`src/rtl/serial_adder.sv`:
```
// Bit-serial adder: one full-adder cell (two half adders plus an OR) processes
// one operand bit per clock, LSB first, with the carry held in a flip-flop.

module half_adder (
  input  logic x,
  input  logic y,
  output logic s,
  output logic c
);
  assign s = x ^ y;
  assign c = x & y;
endmodule

module serial_adder #(
  parameter int WIDTH = 8
) (
  input  logic             clk,
  input  logic             rst,
  input  logic             start,
  input  logic [WIDTH-1:0] a,
  input  logic [WIDTH-1:0] b,
  input  logic             cin,
  output logic             busy,
  output logic             done,
  output logic [WIDTH-1:0] sum,
  output logic             cout
);
  localparam int CW = (WIDTH > 1) ? $clog2(WIDTH) : 1;
  localparam logic [CW-1:0] CNT_LAST = CW'(WIDTH - 1);
  localparam logic [CW-1:0] CNT_ONE  = CW'(1);

  typedef enum logic [1:0] {
    IDLE  = 2'd0,
    SHIFT = 2'd1,
    DONE  = 2'd2
  } state_t;

  state_t           state_q, state_d;
  logic [WIDTH-1:0] a_sh_q, a_sh_d;
  logic [WIDTH-1:0] b_sh_q, b_sh_d;
  logic [WIDTH-1:0] s_sh_q, s_sh_d;
  logic [WIDTH-1:0] sum_q, sum_d;
  logic [CW-1:0]    cnt_q, cnt_d;
  logic             c_ff_q, c_ff_d;
  logic             cout_q, cout_d;
  logic             busy_q, busy_d;
  logic             done_q, done_d;

  logic p_s, g1_s, s_s, g2_s, carry_s;

  // Full-adder cell: the only adder logic in the datapath.
  half_adder u_ha1 (.x(a_sh_q[0]), .y(b_sh_q[0]), .s(p_s), .c(g1_s));
  half_adder u_ha2 (.x(p_s),       .y(c_ff_q),    .s(s_s), .c(g2_s));
  assign carry_s = g1_s | g2_s;

  // State register and datapath flops; reset clears everything and beats start.
  always_ff @(posedge clk) begin
    if (rst) begin
      state_q <= IDLE;
      a_sh_q  <= {WIDTH{1'b0}};
      b_sh_q  <= {WIDTH{1'b0}};
      s_sh_q  <= {WIDTH{1'b0}};
      sum_q   <= {WIDTH{1'b0}};
      cnt_q   <= {CW{1'b0}};
      c_ff_q  <= 1'b0;
      cout_q  <= 1'b0;
      busy_q  <= 1'b0;
      done_q  <= 1'b0;
    end else begin
      state_q <= state_d;
      a_sh_q  <= a_sh_d;
      b_sh_q  <= b_sh_d;
      s_sh_q  <= s_sh_d;
      sum_q   <= sum_d;
      cnt_q   <= cnt_d;
      c_ff_q  <= c_ff_d;
      cout_q  <= cout_d;
      busy_q  <= busy_d;
      done_q  <= done_d;
    end
  end

  // Next-state and datapath update; handshake flags follow the next state.
  always_comb begin
    state_d = state_q;
    a_sh_d  = a_sh_q;
    b_sh_d  = b_sh_q;
    s_sh_d  = s_sh_q;
    sum_d   = sum_q;
    cnt_d   = cnt_q;
    c_ff_d  = c_ff_q;
    cout_d  = cout_q;

    case (state_q)
      IDLE: begin
        if (start) begin
          a_sh_d  = a;
          b_sh_d  = b;
          c_ff_d  = cin;
          cnt_d   = {CW{1'b0}};
          s_sh_d  = {WIDTH{1'b0}};
          state_d = SHIFT;
        end else begin
          state_d = IDLE;
        end
      end
      SHIFT: begin
        s_sh_d = {s_s, s_sh_q[WIDTH-1:1]};
        a_sh_d = {1'b0, a_sh_q[WIDTH-1:1]};
        b_sh_d = {1'b0, b_sh_q[WIDTH-1:1]};
        c_ff_d = carry_s;
        cnt_d  = cnt_q + CNT_ONE;
        if (cnt_q == CNT_LAST) begin
          sum_d   = {s_s, s_sh_q[WIDTH-1:1]};
          cout_d  = carry_s;
          state_d = DONE;
        end else begin
          state_d = SHIFT;
        end
      end
      DONE: begin
        state_d = IDLE;
      end
      default: begin
        state_d = IDLE;
      end
    endcase

    busy_d = (state_d == SHIFT);
    done_d = (state_d == DONE);
  end

  assign busy = busy_q;
  assign done = done_q;
  assign sum  = sum_q;
  assign cout = cout_q;
endmodule
```
`config.mk`:
```
export PLATFORM = sky130hd
export DESIGN_NAME = serial_adder
export DESIGN_NICKNAME = d
export VERILOG_FILES = /design/src/rtl/serial_adder.sv
export SDC_FILE = /design/constraint.sdc
export NUM_CORES = 1
export LEC_CHECK = 0
export CELL_PAD_IN_SITES_DETAIL_PLACEMENT = 0
export CELL_PAD_IN_SITES_GLOBAL_PLACEMENT = 1
export CORE_MARGIN = 4
export CORE_UTILIZATION = 42
export CTS_CLUSTER_DIAMETER = 150
export DETAILED_ROUTE_END_ITERATION = 8
export HOLD_SLACK_MARGIN = 0.06
export PLACE_DENSITY = 0.88
export SLEW_MARGIN = 20
export SYNTH_ARGS = -nofsm -noshare
export SYNTH_HDL_FRONTEND = slang
export SYNTH_HIERARCHICAL = 1
export SYNTH_SLANG_ARGS = --single-unit
```
`constraint.sdc`:
```
create_clock -name clk -period 2.2 [get_ports clk]
set_clock_uncertainty 0.05 [all_clocks]
set_input_delay 0.33 -clock clk [delete_from_list [all_inputs] [get_ports clk]]
set_output_delay 0.33 -clock clk [all_outputs]
set_load 0.005 [all_outputs]
```
==> metrics.yaml <==
drt:
  via_count: 1256
  routed_wire_length_per_instance_um: 13.02
  drt-initial-drc-count: 68
  first_pass_drt_iterations: 4
  routed_wl_um: 3202
  detail_route.vias_per_cell: 5.106
  detail_route.drc_violations: 0
  ant_nets: 0
clocking:
  clk-insertion-delay-late_ns: 0.30
  htree_levels: 2
  cts.sinks: 40
  cts_made_buffers: 5
  post-cts-setup-buffers: 0
  ctsResizeCount: 0
  holdBufCountCts: 0
  clk_pin_slew_worst_paths_ns: 0.08
  cts_max_path_buffers: 2
  cts_tree: "built"
  master_cell_of_the_clock_root_buffer: "clkbuf_8"
global_routing:
  gr-usage-all-layers: 0.1384
  number_of_antenna_violations_at_the_first_check_in_global_routing: 0
  grt_max_degree: 32
  grt_pass1_wl_um: 5457
  globalRouteOverflowTotal: 0
  via_count_of_the_first_global_routing_pass: 1252
final_layout:
  antenna-diode-count: 0
  final_layout_size_suffix_gt1_frac: 0.1263
  mostFrequentLayoutCell: "dfxtp_1"
  fin_area_um2: 2078
  finish.net_count: 221
  area_growth_pct: 25.83
  layoutNonFillerInstCount: 246
  final_cell_mix: "dfxtp_1 (40), clkdlybuf4s50_1 (30), nor2_1 (28)"
sta:
  fin_crit_sh: 0.6920
  tightest_slew_ns: 0.4700
  worst_slack_ns: 0.6777
  report.final.setup_viol: 0
  max_clock_freq_mhz: 656.9
  timing.final.max_slew_violations: 0
  max-slew-margin-rel: 0.6857
  post-route-min-period_ns: 1.522
  tns_ns: 0
  finalHoldViolations: 0
  rsz0062_at_grt: "false"
synthesis:
  ys_seq_elements: 40
  synth-warning-count: 6
  syn-instance-count: 167
  synth.cell_area_um2: 1652
  postSynthAreaPerCell_um2: 9.890
  post_synth_num_cell_types: 23
  syn_nets: 191
  seq_area_frac_synth: 0.4848
floorplanning:
  floorplan.die.width_um: 70.71
  rows: 22
  io_pins: 31
  die_height_um: 70.71
  initial_utilization: 0.4412
  total_die_area_um2: 5000
  design.core.area_um2: 3744
placed_design:
  pre_cts_slack_ns: 0.4645
  dpl_cell_area_um2: 1971
  dp.final_hpwl_um: 2219
  placed_cells: 238
  place.port_buffers: 30
  globalplace.congestion: 0.7368
critical_path:
  timing.critical_path.max_delay_family: "simple AND/OR/NAND/NOR gates"
  critical_path.slowest_cell: "dfxtp_1"
  cp_num_buf_inv: 0
  worst_path_largest_cell_delay_ns: 0.36
  crit_path_start_kind: "flop"
  critPathKind: "reg -> reg"
  arrival_ns: 1.65
  worst-path-max-fanout: 11
  crit-reg2reg-launch: "cnt_q[0]$_SDFFE_PP0P_"
  worstPathCellList: "ha_1, ha_1, nand3b_1, nor3_1, nor3_1"
  required_ns: 2.33
  critical_path.endpoint_type: "flop"
  cp-startpoint: "cnt_q[0]$_SDFFE_PP0P_"
worst_hold_path:
  worst_hold_path_type: "reg -> reg"
  min-delay-start: "sum[5]$_SDFFE_PP0P_"
pwr:
  power-per-cell-area_nw_per_um2: 748.2
  worst_ir_drop_vdd_uv: 545.9
  p_leak_nw: 0.7655
job:
  maxCapViolations: 0
outcome:
  status: "finished clean"
==> registers in the layout (all words and copies together), names as in the netlist <==
name	cells
b_sh_q	8
cout	1
done	1
state_q	2
s_sh_q	7
c_ff_q	1
cnt_q	3
a_sh_q	8
sum	8
busy	1
==> cells by family (layout without fill, tap and decap cells) <==
family,after synthesis,after routing,share of synthesized area
adder cells (fa/ha/maj),4,4,0.03030
multiplexers,14,14,0.08485
AND/OR/NAND/NOR,53,53,0.1394
flip-flops,40,40,0.4848
AO/OA/AOI/OAI,41,41,0.2015
buffers and inverters,15,46,0.05908
==> per-layer routing <==
layer	track usage	wire length (um)	vias to the layer above	share of wire
met3	0.03693	124	8	0.039
met1	0.1646	1445	580	0.45
met4	0.08768	72	0	0.022
li1	-	-	650	-
met5	0	0	-	0
met2	0.2204	1559	18	0.49
==> power breakdown <==
group	total (mW)	internal (mW)	switching (mW)
clock	0.585	0.336	0.248
combinational	0.191	0.0959	0.0949
sequential	0.779	0.759	0.0207
total	1.56	1.19	0.364
==> final cells by class <==
class,count,area (um2)
flip-flops and latches,40,800.8
repair buffers,37,352.8
well taps,48,60.06
clock buffers,6,72.57
inverters,1,3.754
fillers,351,1665
multi-input cells,112,753.2
clock inverters,2,35.03
==> worst reg2reg max path, stage by stage, from the launching register on <==
cell and delay, ns:
dfxtp_1 0.36, ha_1 0.16, ha_1 0.16, nand3b_1 0.35, nor3_1 0.26, nor3_1 0.06
==> worst paths after layout <==
| check | end | slack (ns) | depth (start not counted) |
|---|---|---|---|
| setup / recovery | cout$_SDFFE_PP0P_ | 0.68 | 5 |
| hold / removal | sum[5]$_SDFFE_PP0P_ | 0.41 | 2 |
| setup reg to reg | cout$_SDFFE_PP0P_ | 0.68 | 5 |
| hold reg to reg | sum[5]$_SDFFE_PP0P_ | 0.41 | 2 |
==> synthesized netlist by cell type <==
master    count  area share
ha_1          4       0.030
nand2_1       8       0.018
o21bai_1      1      0.0045
o21a_1        1      0.0045
o21ba_2       1      0.0061
nor3b_1       1      0.0045
clkbuf_1      5       0.011
a22oi_1      11       0.050
nor2b_1       2      0.0076
a21oi_1      11       0.033
buf_4         2      0.0091
buf_2         3      0.0091
nand3b_1      2      0.0091
mux2i_1      14       0.085
buf_6         4       0.027
a211oi_1      5       0.023
o31ai_1       1      0.0045
nor2_1       28       0.064
nand3_1       8       0.024
dfxtp_1      40        0.48
a211oi_2     10       0.076
inv_1         1      0.0023
nor3_1        4       0.012
==> stage by stage <==
stage | util | power, mW | hold slack [ns]
2_1_floorplan | - | 0.9299 | 0.3932
3_3_place_gp | 0.5264 | 0.9792 | 0.3955
3_5_place_dp | 0.5264 | 0.9883 | 0.3996
4_1_cts | 0.5551 | 1.576 | 0.4096
5_1_grt | 0.5551 | 1.628 | 0.4263
6_report | 0.5551 | 1.555 | 0.4084
Power figures use the tool's default switching activity.
